`config.mk`:
```
export PLATFORM = sky130hd
export DESIGN_NAME = kpn_queue_write_arbiter_flat
export DESIGN_NICKNAME = d
export VERILOG_FILES = /design/src/rtl/kpn_pkg.sv /design/src/rtl/kpn_queue_write_arbiter_if.sv /design/src/rtl/kpn_rr_picker.sv /design/src/rtl/kpn_queue_write_arbiter.sv /design/src/flat_wrapper.sv
export SDC_FILE = /design/constraint.sdc
export NUM_CORES = 1
export LEC_CHECK = 0
export CAP_MARGIN = 10
export CORE_ASPECT_RATIO = 0.75
export CORE_MARGIN = 1
export CORE_UTILIZATION = 39
export CTS_CLUSTER_SIZE = 30
export DETAILED_ROUTE_END_ITERATION = 10
export MAX_ROUTING_LAYER = met4
export PLACE_DENSITY = 0.81
export SYNTH_ARGS = -nofsm -noshare
export SYNTH_HDL_FRONTEND = slang
export SYNTH_HIERARCHICAL = 1
export SYNTH_SLANG_ARGS = --single-unit
```
`constraint.sdc`:
```
create_clock -name clk -period 3.6 [get_ports clk]
set_input_delay 0.54 -clock clk [delete_from_list [all_inputs] [get_ports clk]]
set_output_delay 0.54 -clock clk [all_outputs]
set_load 0.05 [all_outputs]
```
`src/rtl/kpn_pkg.sv`:
```
// ============================================================================
// kpn_pkg : shared types and helpers for the KPN queue write arbiter
// Rev 1.0 : initial release
// ============================================================================
`default_nettype none

package kpn_pkg;

    typedef enum logic [1:0] {
        IDLE  = 2'd0,
        GRANT = 2'd1,
        STALL = 2'd2
    } arb_state_t;

    localparam int KPN_WORD_BITS = 16;

    function automatic logic [7:0] rr_onehot(input logic [2:0] idx);
        return 8'b0000_0001 << idx;
    endfunction

endpackage

`default_nettype wire

```
`src/rtl/kpn_queue_write_arbiter_if.sv`:
```
// ============================================================================
// kpn_queue_write_arbiter_if : producer/queue side bus of the write arbiter
// Optional statistics signals exist only with KPN_ARB_STATS_EN defined.
// Rev 1.0 : initial release
// ============================================================================
`default_nettype none

interface kpn_queue_write_arbiter_if #(
    parameter int NUM_REQ     = 4,
    parameter int BITS_NUMBER = 16,
    parameter int CNT_BITS    = 16
);
    logic [NUM_REQ-1:0]             req;
    logic [NUM_REQ*BITS_NUMBER-1:0] data_in;
    logic                           fifo_full;
    logic                           fifo_afull;
    logic                           fifo_wr;
    logic [BITS_NUMBER-1:0]         fifo_data;
    logic [NUM_REQ-1:0]             ack;
    logic                           busy;
`ifdef KPN_ARB_STATS_EN
    logic [CNT_BITS-1:0]            stall_cnt;
    logic [NUM_REQ*CNT_BITS-1:0]    grant_cnt;

    modport master (output req, data_in, fifo_full, fifo_afull,
                    input  fifo_wr, fifo_data, ack, busy, stall_cnt, grant_cnt);
    modport slave  (input  req, data_in, fifo_full, fifo_afull,
                    output fifo_wr, fifo_data, ack, busy, stall_cnt, grant_cnt);
`else
    modport master (output req, data_in, fifo_full, fifo_afull,
                    input  fifo_wr, fifo_data, ack, busy);
    modport slave  (input  req, data_in, fifo_full, fifo_afull,
                    output fifo_wr, fifo_data, ack, busy);
`endif
endinterface

`default_nettype wire

```
`src/rtl/kpn_rr_picker.sv`:
```
// ============================================================================
// kpn_rr_picker : combinational round-robin search, first eligible at/above ptr
// Rev 1.0 : initial release
// ============================================================================
`default_nettype none

module kpn_rr_picker
    import kpn_pkg::*;
#(
    parameter int NUM_REQ = 4,
    parameter int PW      = 2
) (
    input  wire logic [NUM_REQ-1:0] i_elig,
    input  wire logic [PW-1:0]      i_ptr,
    output logic                    o_valid,
    output logic [PW-1:0]           o_idx,
    output logic [NUM_REQ-1:0]      o_onehot
);
    logic [NUM_REQ-1:0] w_rot;
    logic [PW:0]        w_off;
    logic [PW:0]        w_sum;

    // Rotate so bit 0 is the pointer position; the lowest set bit is the winner.
    assign w_rot = NUM_REQ'({i_elig, i_elig} >> i_ptr);

    always_comb begin
        w_off = '0;
        for (int k = NUM_REQ - 1; k >= 0; k--) begin
            if (w_rot[k]) w_off = (PW+1)'(k);
        end
    end

    assign o_valid  = |i_elig;
    assign w_sum    = {1'b0, i_ptr} + w_off;
    assign o_idx    = (w_sum >= (PW+1)'(NUM_REQ)) ? PW'(w_sum - (PW+1)'(NUM_REQ)) : PW'(w_sum);
    assign o_onehot = o_valid ? NUM_REQ'(rr_onehot(3'(o_idx))) : '0;

endmodule

`default_nettype wire

```
`src/rtl/kpn_queue_write_arbiter.sv`:
```
// ============================================================================
// kpn_queue_write_arbiter : round-robin N:1 write arbiter for a KPN channel queue
// Optional macro KPN_ARB_STATS_EN adds stall/grant saturating counters.
// Rev 1.0 : initial release
// ============================================================================
`default_nettype none

module kpn_queue_write_arbiter
    import kpn_pkg::*;
#(
    parameter int NUM_REQ     = 4,
    parameter int BITS_NUMBER = KPN_WORD_BITS,
    parameter int CNT_BITS    = 16
) (
    input  wire logic                  clk,
    input  wire logic                  reset,
    kpn_queue_write_arbiter_if.slave   bus
);
    localparam int PW = $clog2(NUM_REQ);

    localparam logic [1:0] ST_IDLE  = IDLE;
    localparam logic [1:0] ST_GRANT = GRANT;
    localparam logic [1:0] ST_STALL = STALL;

    logic [1:0]             r_state;
    logic [PW-1:0]          r_ptr;
    logic                   r_wr;
    logic [BITS_NUMBER-1:0] r_data;
    logic [NUM_REQ-1:0]     r_ack;

    logic [NUM_REQ-1:0]     w_elig;
    logic                   w_space;
    logic                   w_valid;
    logic [PW-1:0]          w_idx;
    logic [NUM_REQ-1:0]     w_onehot;
    logic [BITS_NUMBER-1:0] w_word;
    logic [PW-1:0]          w_ptr_nxt;

    // Masking with the current ack stops a producer's stale word being taken twice.
    assign w_elig  = bus.req & ~r_ack;
    assign w_space = ~bus.fifo_full & ~(r_wr & bus.fifo_afull);

    kpn_rr_picker #(
        .NUM_REQ (NUM_REQ),
        .PW      (PW)
    ) u_picker (
        .i_elig   (w_elig),
        .i_ptr    (r_ptr),
        .o_valid  (w_valid),
        .o_idx    (w_idx),
        .o_onehot (w_onehot)
    );

    assign w_word    = bus.data_in[int'(w_idx)*BITS_NUMBER +: BITS_NUMBER];
    assign w_ptr_nxt = (w_idx == PW'(NUM_REQ - 1)) ? '0 : w_idx + PW'(1);

    always_ff @(posedge clk or posedge reset) begin
        if (reset) begin
            r_state <= ST_IDLE;
            r_ptr   <= '0;
            r_wr    <= 1'b0;
            r_data  <= '0;
            r_ack   <= '0;
        end else if (w_valid && w_space) begin
            r_state <= ST_GRANT;
            r_ptr   <= w_ptr_nxt;
            r_wr    <= 1'b1;
            r_data  <= w_word;
            r_ack   <= w_onehot;
        end else begin
            r_state <= w_valid ? ST_STALL : ST_IDLE;
            r_wr    <= 1'b0;
            r_ack   <= '0;
        end
    end

    assign bus.fifo_wr   = r_wr;
    assign bus.fifo_data = r_data;
    assign bus.ack       = r_ack;
    assign bus.busy      = (r_state != ST_IDLE);

`ifdef KPN_ARB_STATS_EN
    logic [CNT_BITS-1:0] r_stall_cnt;

    always_ff @(posedge clk or posedge reset) begin
        if (reset) begin
            r_stall_cnt <= '0;
        end else if ((r_state == ST_STALL) && (r_stall_cnt != '1)) begin
            r_stall_cnt <= r_stall_cnt + CNT_BITS'(1);
        end
    end

    assign bus.stall_cnt = r_stall_cnt;

    for (genvar g = 0; g < NUM_REQ; g++) begin : g_grant_cnt
        logic [CNT_BITS-1:0] r_cnt;

        always_ff @(posedge clk or posedge reset) begin
            if (reset) begin
                r_cnt <= '0;
            end else if (r_ack[g] && (r_cnt != '1)) begin
                r_cnt <= r_cnt + CNT_BITS'(1);
            end
        end

        assign bus.grant_cnt[g*CNT_BITS +: CNT_BITS] = r_cnt;
    end
`endif

endmodule

`default_nettype wire
```
`src/flat_wrapper.sv`:
```
// flat-port wrapper written by rule: the top's interface ports become plain ports
module kpn_queue_write_arbiter_flat import kpn_pkg::*;
#(
    parameter int NUM_REQ     = 4,
    parameter int BITS_NUMBER = KPN_WORD_BITS,
    parameter int CNT_BITS    = 16
)
  (clk, reset, bus_req, bus_data_in, bus_fifo_full, bus_fifo_afull, bus_fifo_wr, bus_fifo_data, bus_ack, bus_busy);
  kpn_queue_write_arbiter_if #(.NUM_REQ(NUM_REQ), .BITS_NUMBER(BITS_NUMBER), .CNT_BITS(CNT_BITS)) bus_i ();
  input  wire logic clk;
  input  wire logic reset;
  input wire logic [$bits(bus_i.req)-1:0] bus_req;
  input wire logic [$bits(bus_i.data_in)-1:0] bus_data_in;
  input wire logic [$bits(bus_i.fifo_full)-1:0] bus_fifo_full;
  input wire logic [$bits(bus_i.fifo_afull)-1:0] bus_fifo_afull;
  output wire logic [$bits(bus_i.fifo_wr)-1:0] bus_fifo_wr;
  output wire logic [$bits(bus_i.fifo_data)-1:0] bus_fifo_data;
  output wire logic [$bits(bus_i.ack)-1:0] bus_ack;
  output wire logic [$bits(bus_i.busy)-1:0] bus_busy;
  assign bus_i.req = bus_req;
  assign bus_i.data_in = bus_data_in;
  assign bus_i.fifo_full = bus_fifo_full;
  assign bus_i.fifo_afull = bus_fifo_afull;
  assign bus_fifo_wr = bus_i.fifo_wr;
  assign bus_fifo_data = bus_i.fifo_data;
  assign bus_ack = bus_i.ack;
  assign bus_busy = bus_i.busy;
  kpn_queue_write_arbiter #(.NUM_REQ(NUM_REQ), .BITS_NUMBER(BITS_NUMBER), .CNT_BITS(CNT_BITS)) u_core (.clk(clk), .reset(reset), .bus(bus_i));
endmodule
```
---- Word level (Yosys, flattened, before mapping) ----
Cells that the tools add are included.
Widths: inputs -> output; s select.
operators by class
  bitwise operators ....................... 6
  equality and inequality tests ........... 1
  shift operators ......................... 3
  reductions and logical operators ........ 3
  muxes and demuxes ....................... 11
  order comparisons ....................... 1
  divide/modulo/power cells ............... 0
  $mul .................................... 0
  $add $sub $neg .......................... 3
operator list
  kind                 count
  $shiftx 64x7->16     1
  $mux 2               5
  $mux 3               3
  $mux 4               2
  $shr 8x2->4          1
  $and 4x4->4          1
  $not 4->4            1
  $reduce_or 4->1      1
  $shl 1x2->4 const A  1
  $add 2x3->3          1
  $ge 3x3->1 const B   1
  $add 2x1->2 const B  1
  $and 1x1->1          2
  $eq 2x2->1 const B   1
  $not 1->1            2
  $reduce_bool 2->1    1
  $sub 2x1->2 const B  1
  $logic_and 1x1->1    1
  $mux 1               1
word-level totals
  output and inout port bits .............. 22
  memories kept ........................... 0
  input bits .............................. 72
  bits in latches ......................... 0
  ROM bits ................................ 0
  bits in registers ....................... 25
  RAM bits ................................ 0

---- Depth between registers and ports, before layout ----
Gate-level depths: netlist of run 1.
  depth in word-level cells ............... 13
  mapped depth ............................ 13
  depth with buffers taken out ............ 11

---- By module ----
Netlist of run 1, hierarchy kept.
by module, submodules not included
  module                   cells an instance  area each (sq um)  instances
  kpn_queue_write_arbiter  79                 1380.1             1
  kpn_rr_picker            42                 326.6              1

---- Least setup slack after synthesis of run 1 ----
No wires, ideal clock.
  path type ............................... register to register
  start point ............................. reg u_core.r_ack[1], in the netlist u_core/bus.ack[1]
  end point ............................... reg u_core.r_data[0], in the netlist u_core/bus.fifo_data[0]
  required time ........................... 3.475 ns
  clock period less this slack ............ 3.102 ns
  path buffers ............................ 2
  stages on the path, launching flop included .. 13
  arrival ................................. 2.977 ns
  path slack .............................. 0.498 ns
  cells stage by stage .................... dfrtp_1 > nor2b_1 > nor2_1 > o21a_1 > a21oi_1 > o211ai_1 > ha_1 > xnor2_1 > xnor2_1 > clkbuf_1 > buf_2 > mux4_2 > mux2_4
between the ends
  longest elaborated chain between the ends .. 11
RTL lines
  element                                           RTL line                       RTL
  start, declared                                   kpn_queue_write_arbiter.sv:29  logic [NUM_REQ-1:0] r_ack;
  start signal, assigned                            kpn_queue_write_arbiter.sv:69  r_ack <= w_onehot;
  $not 4->4 (*)                                     kpn_queue_write_arbiter.sv:40  assign w_elig = bus.req & ~r_ack;
  $and 4x4->4 (*)                                   kpn_queue_write_arbiter.sv:40
  net u_core.w_elig[1]                              kpn_queue_write_arbiter.sv:31  logic [NUM_REQ-1:0] w_elig;
  $shr 8x2->4 (*)                                   kpn_rr_picker.sv:24            assign w_rot = NUM_REQ'({i_elig, i_elig} >> i_ptr);
  $mux 2                                            kpn_rr_picker.sv:29            if (w_rot[k]) w_off = (PW+1)'(k);
  $mux 3 (2 in series)                              kpn_rr_picker.sv:29
  $mux 3 (*)                                        kpn_rr_picker.sv:29
  $add 2x3->3 (*)                                   kpn_rr_picker.sv:34            assign w_sum = {1'b0, i_ptr} + w_off;
  $ge 3x3->1 / $sub 2x1->2 (equally long branches)  kpn_rr_picker.sv:35            assign o_idx = (w_sum >= (PW+1)'(NUM_REQ)) ? PW'(w_sum - (PW+1)'(NUM_REQ)) : PW'(w_sum);
  $mux 2 (*)                                        kpn_rr_picker.sv:35
  net u_core.w_idx[1]                               kpn_queue_write_arbiter.sv:34  logic [PW-1:0] w_idx;
  $shiftx 64x7->16 (*)                              kpn_queue_write_arbiter.sv:54  assign w_word = bus.data_in[int'(w_idx)*BITS_NUMBER +: BITS_NUMBER];
  end signal, assigned                              kpn_queue_write_arbiter.sv:68  r_data <= w_word;
  end, declared                                     kpn_queue_write_arbiter.sv:28  logic [BITS_NUMBER-1:0] r_data;
Mark *: on every way through the listed nets, which the timed path passes. The rest lies on a longest branch.
A chain may end at the register's enable or synchronous reset.

---- Worst setup path in the final report of run 1 ----
  start point ............................. in bus_req[2]
  end point ............................... reg u_core.r_data[15], in the netlist u_core/bus.fifo_data[15]
between the ends
  longest elaborated chain between the ends .. 10
RTL lines
  element                                           RTL line                       RTL
  start, declared                                   flat_wrapper.sv:12             input wire logic [$bits(bus_i.req)-1:0] bus_req;
  $and 4x4->4 (*)                                   kpn_queue_write_arbiter.sv:40
  net u_core.w_elig[2]                              kpn_queue_write_arbiter.sv:31
  $shr 8x2->4 (*)                                   kpn_rr_picker.sv:24
  $mux 2                                            kpn_rr_picker.sv:29
  $mux 3 (2 in series)                              kpn_rr_picker.sv:29
  $mux 3 (*)                                        kpn_rr_picker.sv:29
  $add 2x3->3 (*)                                   kpn_rr_picker.sv:34
  $ge 3x3->1 / $sub 2x1->2 (equally long branches)  kpn_rr_picker.sv:35
  $mux 2 (*)                                        kpn_rr_picker.sv:35
  net u_core.w_idx[1]                               kpn_queue_write_arbiter.sv:34
  $shiftx 64x7->16 (*)                              kpn_queue_write_arbiter.sv:54
Marks and branches as above.

==> results of run 1 <==
-- per-stage QoR --
step	utilization (%)	hold slack [ns]	cells
2_1_floorplan	-	0.482	121
6_report	66.5	0.518	270
4_1_cts	66.5	0.520	270
3_5_place_dp	64.5	0.495	266
5_1_grt	66.5	0.538	270
3_3_place_gp	64.5	0.493	266
-- report_power, final --
group / internal (W) / leakage [nW] / total, W / switching, W
combinational: 0.00114 / 0.806 / 0.00224 / 0.00110
sequential: 0.000408 / 0.289 / 0.000504 / 0.0000964
clock: 0.000149 / 0.0357 / 0.000232 / 0.0000837
-- logic make-up (layout without fill, tap and decap cells) --
kind of cell | Yosys count | after routing | share of synthesized area, %
AO/OA/AOI/OAI | 8 | 8 | 4.33
XOR/XNOR | 3 | 3 | 1.54
adder cells (fa/ha/maj) | 2 | 2 | 1.47
buffers and inverters | 13 | 107 | 6.74
flip-flops | 24 | 24 | 35.2
multiplexers | 40 | 40 | 40.0
AND/OR/NAND/NOR | 31 | 31 | 10.7
-- registers in the layout, summed over array words and instances, names as in the netlist --
register / flops
u_core/bus.fifo_data: 16
u_core/r_state: 2
u_core/bus.ack: 4
u_core/r_ptr: 2
-- worst max-delay path by stage --
stage	cells after the start	slack, ns	to	from
6_report	11	0.27	u_core/bus.fifo_data[15]	bus_req[2]
5_1_grt	10	0.02	u_core/bus.fifo_data[15]	bus_req[2]
4_1_cts	10	0.21	u_core/bus.fifo_data[15]	bus_req[2]
3_5_place_dp	10	-0.31	u_core/bus.fifo_data[15]	bus_req[2]
3_3_place_gp	11	-0.07	u_core/bus.fifo_data[15]	bus_req[2]
2_1_floorplan	12	0.50	u_core/bus.fifo_data[0]	u_core/bus.ack[1]
-- layout make-up --
type | instances | share of cell area (%)
inverters | 3 | 0.410
flip-flops and latches | 24 | 21.9
multi-input cells | 84 | 36.8
clock inverters | 1 | 1.09
well taps | 55 | 2.51
repair buffers | 100 | 35.8
clock buffers | 3 | 1.50
-- cells in the mapped netlist --
master / count / area (um^2)
sky130_fd_sc_hd__o311ai_4: 1 / 26.3
sky130_fd_sc_hd__clkbuf_1: 1 / 3.75
sky130_fd_sc_hd__mux2_4: 9 / 135
sky130_fd_sc_hd__a21oi_1: 2 / 10.0
sky130_fd_sc_hd__ha_1: 2 / 25.0
sky130_fd_sc_hd__or2_2: 1 / 6.26
sky130_fd_sc_hd__nor4_1: 2 / 12.5
sky130_fd_sc_hd__buf_2: 1 / 5.00
sky130_fd_sc_hd__nand2_1: 5 / 18.8
sky130_fd_sc_hd__or2b_2: 1 / 8.76
sky130_fd_sc_hd__mux2i_1: 6 / 60.1
sky130_fd_sc_hd__nor3_1: 1 / 5.00
sky130_fd_sc_hd__or4_4: 1 / 11.3
sky130_fd_sc_hd__buf_4: 2 / 15.0
sky130_fd_sc_hd__and2b_2: 1 / 8.76
sky130_fd_sc_hd__buf_6: 4 / 45.0
sky130_fd_sc_hd__xnor2_1: 2 / 17.5
sky130_fd_sc_hd__a21oi_2: 1 / 8.76
sky130_fd_sc_hd__o21a_1: 1 / 7.51
sky130_fd_sc_hd__mux4_2: 9 / 203
sky130_fd_sc_hd__nor3b_1: 2 / 15.0
sky130_fd_sc_hd__and2_1: 1 / 6.26
sky130_fd_sc_hd__mux2_2: 9 / 101
sky130_fd_sc_hd__inv_1: 3 / 11.3
sky130_fd_sc_hd__mux4_1: 7 / 184
sky130_fd_sc_hd__o21ai_2: 1 / 8.76
sky130_fd_sc_hd__o211ai_1: 1 / 7.51
sky130_fd_sc_hd__xor2_1: 1 / 8.76
sky130_fd_sc_hd__dfrtp_1: 24 / 601
sky130_fd_sc_hd__o21ai_0: 1 / 5.00
sky130_fd_sc_hd__and3_1: 4 / 25.0
sky130_fd_sc_hd__and3b_1: 1 / 8.76
sky130_fd_sc_hd__buf_12: 1 / 20.0
sky130_fd_sc_hd__nor2b_1: 6 / 37.5
sky130_fd_sc_hd__buf_8: 1 / 15.0
sky130_fd_sc_hd__nor2_1: 5 / 18.8
-- what timing repair did --
action / in CTS / in global routing
gates resized for setup: 1 / 0
hold buffers: 0 / 0
pin swaps: 0 / 1
endpoints found under the setup margin: 6 / 1
-- metal layers --
layer  GRT usage, %  up-vias
met1           23.3      677
met2           40.1       60
met4           8.73        0
met3           4.00        6
met5              -        -
li1               -      650
==> run metrics, run 1 <==
setup slack at placement -0.310 ns; number of nets at the end of the flow 290; share of synthesized area occupied by flip-flops and latches 35.2%; post-route setup slack 0.267 ns; Max Slew Vio Count 0; via-per-instance ratio 5.16; final clock skew 0.00503 ns; Final setup violation count 0; die span in x 78.4 um; layout cells sized above 1 21.4%; CP delay by family, top XOR/XNOR gates; clock root buffer sky130_fd_sc_hd__clkbuf_8; post-CTS repair timing setup buffer count 0; maximum clock frequency 300 MHz; global-route usage over all layers 21.7%; Synth cell types 36; minimum setup slack among reg-to-reg paths 0.64 ns; final hold violations 0; worst flop-to-flop path startpoint u_core/bus.ack[2]; master of the slowest instance on the critical path sky130_fd_sc_hd__xnor2_4; vertical die dimension 59.3 um; startpoint types input port; TritonCTS clock tree yes; worst min-delay path endpoint u_core/bus.fifo_data[3]; core region area 0.00413 mm^2; Worst EP arrival 3.49 ns; layout overhead on the synthesized area 60.9%; synth warn 6; fill count 303; antenna violation net count after detailed routing 0; register cell area after layout 601 um^2; max layer used met4; count of H-tree levels built during CTS 1; wire length on met3 237 um; total wire length 4250 um; power density normalized to cell area 1080 mW/mm^2; run status finished clean; initial antenna violation count 0; total buffers and inverters traversed by the critical path 2; final weighted congestion in routability-driven placement 0.803; number of cells on the worst hold path 1; sum of overflow across all layers after global routing 0; crit path time final 3.33 ns; met2 wire length 2310 um; Starting Density 41.3%; post-synthesis area per instance 14.1 um^2; first-pass iteration count of the detailed router 4; final design area excluding fillers 0.00275 mm^2; area of the mapped netlist 0.00171 mm^2; maximum vdd drop 0.551 mV; fraction of the cycle the final worst path needs 92.6%; # clock sinks 24; maximum number of pins on one net before global-route repair 25; antenna diode instance count 0; Post-DP Area 0.00266 mm^2; Sum Neg Setup Slack 0 ns; number of input and output port buffers inserted 93; leading cell type in the layout, fill and taps excluded sky130_fd_sc_hd__clkdlybuf4s50_1; commonest cells after routing, fill and taps aside sky130_fd_sc_hd__clkdlybuf4s50_1, sky130_fd_sc_hd__dfrtp_1, sky130_fd_sc_hd__mux4_2, sky130_fd_sc_hd__mux2_4, sky130_fd_sc_hd__mux2_2; wire length of the first global-routing pass 7090 um; worst path cell trace clkdlybuf4s50_1 > nor2b_1 > buf_4 > o21a_1 > a21oi_1 > o211ai_1 > ha_1 > xnor2_1 > xnor2_4 > mux4_1 > mux2_2; Post-Synthesis Net Count 195; number of max-cap violations 0; Die Footprint 0.00465 mm^2; DRC Markers 0; hold_sp u_core/bus.fifo_data[3]; category of the worst setup path capture point register; HPWL after detailed placement 3510 um; total clock buffers created by CTS 3; number of storage elements in the synthesis netlist 24; Worst EP required 3.76 ns; path type of the worst setup path input port to register; leakage power summed over all cells 1.13 nW; clock slew at the register clock pins of the worst setup and hold paths 0.08 ns; Via Count 1,393; number of instances in the synthesized netlist 121; worst hold-check path type register to register; count of routing violations after the opening detailed-route iteration 25; vias in the first global route 1,531; FF-to-FF End u_core/bus.fifo_data[15]; Max Fanout on Critical Path 17; Clock Tree Buf Depth 2; Clk Latency, worst-skew pair 0.26 ns; normalized max-slew margin 30.5%; row count 20; I/O pins 94; final routed wire length divided by cell count 15.7 um; unrepaired setup endpoints after global routing no; Pwr Total 0.00298 W; DRT met1 WL 1610 um; slowest cell delay on critical path 0.53 ns; slew at the pin closest to its max-slew limit 1.04 ns; area of the multi-input gates 0.00101 mm^2; worst r2r path cells 10
Note: power is estimated with default switching activity, not from simulation.
==> inputs of run 2 (changes only) <==
- ABC_AREA: unset -> 1
- CORE_UTILIZATION: 39 -> 40
- PLACE_DENSITY: 0.81 -> 0.79
==> run metrics, run 2 <==
combinational group share of total power 78.6%; switching part of the total power 57.7%; fraction of the cycle the final worst path needs 80.4%; vertical die dimension 62.7 um; worst flop-to-flop path startpoint u_core/bus.ack[1]; Final setup violation count 0; antenna violation net count after detailed routing 0; relative contribution of the clock network to total power 5.6%; worst r2r path cells 14; final weighted congestion in routability-driven placement 0.877; hold_sp u_core/bus.fifo_data[2]; category of the worst setup path capture point register; antenna diode instance count 0; number of instances in the synthesized netlist 337; run status finished clean; Starting Density 42.7%; power density normalized to cell area 1070 mW/mm^2; count of routing violations after the opening detailed-route iteration 96; worst hold-check path type register to register; # placed instances 476; DRC Markers 0; number of nets at the end of the flow 498; layout overhead on the synthesized area 48.8%; total clock buffers created by CTS 3; vias in the first global route 2,275; normalized max-slew margin 38.2%; wire length of the first global-routing pass 9550 um; clock slew at the register clock pins of the worst setup and hold paths 0.08 ns; post-CTS repair timing setup buffer count 0; Worst EP arrival 3.07 ns; number of max-cap violations 0; # clock sinks 24; TritonCTS clock tree yes; sequential share of power 15.8%; top post-synthesis cells by area sky130_fd_sc_hd__dfrtp_1, sky130_fd_sc_hd__nand2_1, sky130_fd_sc_hd__inv_1; via-per-instance ratio 4.58; cell type with the largest total area after synthesis sky130_fd_sc_hd__dfrtp_1; number of input and output port buffers inserted 93; maximum number of pins on one net before global-route repair 33; minimum setup slack among reg-to-reg paths 1.07 ns; commonest cells in the netlist sky130_fd_sc_hd__nand2_1, sky130_fd_sc_hd__inv_1, sky130_fd_sc_hd__nand3_1; hold-fix buffers at CTS 0; CP delay by family, top simple AND/OR/NAND/NOR gates; clock root buffer sky130_fd_sc_hd__clkbuf_8; Post-Synthesis Net Count 411; area of the mapped netlist 0.00197 mm^2; I/O pins 94; fill count 434; path type of the worst setup path input port to register; number of cells on the worst hold path 2; global-route usage over all layers 22.5%; worst path cell trace clkdlybuf4s50_1 > inv_1 > nor2_1 > nand2_1 > nand3_1 > nand2_1 > nand3_1 > a21boi_0 > ha_1 > xnor2_1 > inv_1 > nand2_4 > nand2_4 > ha_1 > or2_1 > o21ai_0; Pwr Total 0.00312 W; slowest cell delay on critical path 0.46 ns; maximum vdd drop 0.642 mV; row count 21; most instantiated flip-flop cell in the synthesis netlist sky130_fd_sc_hd__dfrtp_1; final clock skew 0.00316 ns; crit path time final 2.90 ns; leading cell type in the layout, fill and taps excluded sky130_fd_sc_hd__nand2_1; initial antenna violation count 0; max layer used met4; first-pass iteration count of the detailed router 4; Synth top area share 30.6%; DRT met1 WL 2400 um; layout cells sized above 1 4.26%; number of flip-flops in the largest register 16; net switching power figure 0.00180 W; die span in x 82.9 um; maximum clock frequency 345 MHz; core region area 0.00460 mm^2; Max Fanout on Critical Path 20; count of H-tree levels built during CTS 1; EDFF count, synth 0; wire length on met3 394 um; Internal Pwr Total 0.00132 W; Die Footprint 0.00520 mm^2; slew at the pin closest to its max-slew limit 0.926 ns; Synth async-reset ratio 100%; sum of overflow across all layers after global routing 0; master of the slowest instance on the critical path sky130_fd_sc_hd__clkdlybuf4s50_1; final hold violations 0; most common cell in the synthesized netlist sky130_fd_sc_hd__nand2_1; Clk Latency, worst-skew pair 0.26 ns; post-synthesis area per instance 5.83 um^2; CTS resizes 0; Synth cell types 21; total buffers and inverters traversed by the critical path 3; share of synthesized area occupied by flip-flops and latches 30.6%; met2 wire length 2440 um; unrepaired setup endpoints after global routing no; worst hold slack 0.489 ns; synth warn 6; HPWL after detailed placement 4100 um; number of storage elements in the synthesis netlist 24; Worst EP required 3.78 ns; final routed wire length divided by cell count 11.0 um; leakage power summed over all cells 1.68 nW; post-route insts no fill 480; FF-to-FF End u_core/r_ptr[0]; total wire length 5280 um; Max Slew Vio Count 0; Sum Neg Setup Slack 0 ns; worst min-delay path endpoint u_core/bus.fifo_data[2]; startpoint types input port; Post-Route Utilization 63.6%; Clock Tree Buf Depth 2; commonest cells after routing, fill and taps aside sky130_fd_sc_hd__nand2_1, sky130_fd_sc_hd__clkdlybuf4s50_1, sky130_fd_sc_hd__inv_1, sky130_fd_sc_hd__nand3_1, sky130_fd_sc_hd__dfrtp_1; Via Count 2,200
-- run 2: cell types whose count changed in the layout (fill, tap and decap cells not counted), moves of 7 or more --
cell,delta
sky130_fd_sc_hd__mux4_2,-9
sky130_fd_sc_hd__mux4_1,-7
sky130_fd_sc_hd__nor2_1,+7
sky130_fd_sc_hd__inv_1,+73
sky130_fd_sc_hd__nand2_1,+145
sky130_fd_sc_hd__nand3_1,+41
sky130_fd_sc_hd__mux2_4,-9
sky130_fd_sc_hd__mux2_2,-9
-- run 2: how the worst max path moves through the flow --
stage / startpoint / slack (ns) / depth (start not counted) / end
2_1_floorplan: u_core/bus.ack[1] / 1.21 / 17 / u_core/bus.fifo_data[1]
3_5_place_dp: bus_req[1] / 0.47 / 16 / u_core/r_ptr[0]
4_1_cts: bus_req[1] / 0.72 / 16 / u_core/r_ptr[0]
3_3_place_gp: bus_req[2] / 0.58 / 15 / u_core/r_ptr[0]
6_report: bus_req[1] / 0.70 / 16 / u_core/r_ptr[0]
5_1_grt: bus_req[2] / 0.46 / 16 / u_core/r_ptr[0]
-- run 2: final cells by class --
class | count | area (um^2) | share of cell area [%]
sequential | 24 | 601 | 20.5
tap | 57 | 71.3 | 2.44
timing repair buffer | 95 | 946 | 32.3
inverter | 82 | 314 | 10.7
clock buffer | 4 | 55.1 | 1.88
multi-input combinational | 218 | 938 | 32.1
-- run 2: worst reg2reg max path, stage by stage, from the launching register on --
cell                       delay [ns]
sky130_fd_sc_hd__dfrtp_1         0.39
sky130_fd_sc_hd__nor2_1          0.18
sky130_fd_sc_hd__nand2_1         0.10
sky130_fd_sc_hd__nand3_1         0.10
sky130_fd_sc_hd__nand2_1         0.07
sky130_fd_sc_hd__nand3_1         0.06
sky130_fd_sc_hd__a21boi_0        0.08
sky130_fd_sc_hd__ha_1            0.20
sky130_fd_sc_hd__xnor2_1         0.27
sky130_fd_sc_hd__inv_1           0.13
sky130_fd_sc_hd__nand2_4         0.10
sky130_fd_sc_hd__nand2_4         0.16
sky130_fd_sc_hd__ha_1            0.23
sky130_fd_sc_hd__or2_1           0.21
sky130_fd_sc_hd__o21ai_0         0.17
-- run 2: metrics by stage --
step	setup slack [ns]	area [um^2]
5_1_grt	0.459	2930
3_3_place_gp	0.575	2870
3_5_place_dp	0.473	2870
2_1_floorplan	1.21	1970
4_1_cts	0.724	2930
6_report	0.704	2930
-- run 2: cell families (layout without fill, tap and decap cells) --
logic type	after synthesis	after routing	share of synthesized area [%]
adders and majority gates	2	2	1.27
buffers and inverters	95	181	21.7
and+or+nand+nor	210	210	44.5
xor gates and xnor gates	1	1	0.446
DFF	24	24	30.6
AOI/OAI and AO/OA	5	5	1.53
-- run 2: power groups by stage --
stage               registers (W)  clock network (W)  logic (W)
finish                   0.000492           0.000175    0.00245
global route             0.000509           0.000194    0.00276
CTS                      0.000492           0.000182    0.00246
detailed placement       0.000491                  0    0.00245
global placement         0.000495                  0    0.00240
floorplan                0.000831                  0    0.00172
-- run 2: metal layers --
| metal | GRT usage (%) | vias up |
|---|---|---|
| met5 | - | - |
| met4 | 3.02 | 0 |
| met3 | 4.89 | 6 |
| met2 | 38.8 | 76 |
| met1 | 27.8 | 976 |
| li1 | - | 1142 |
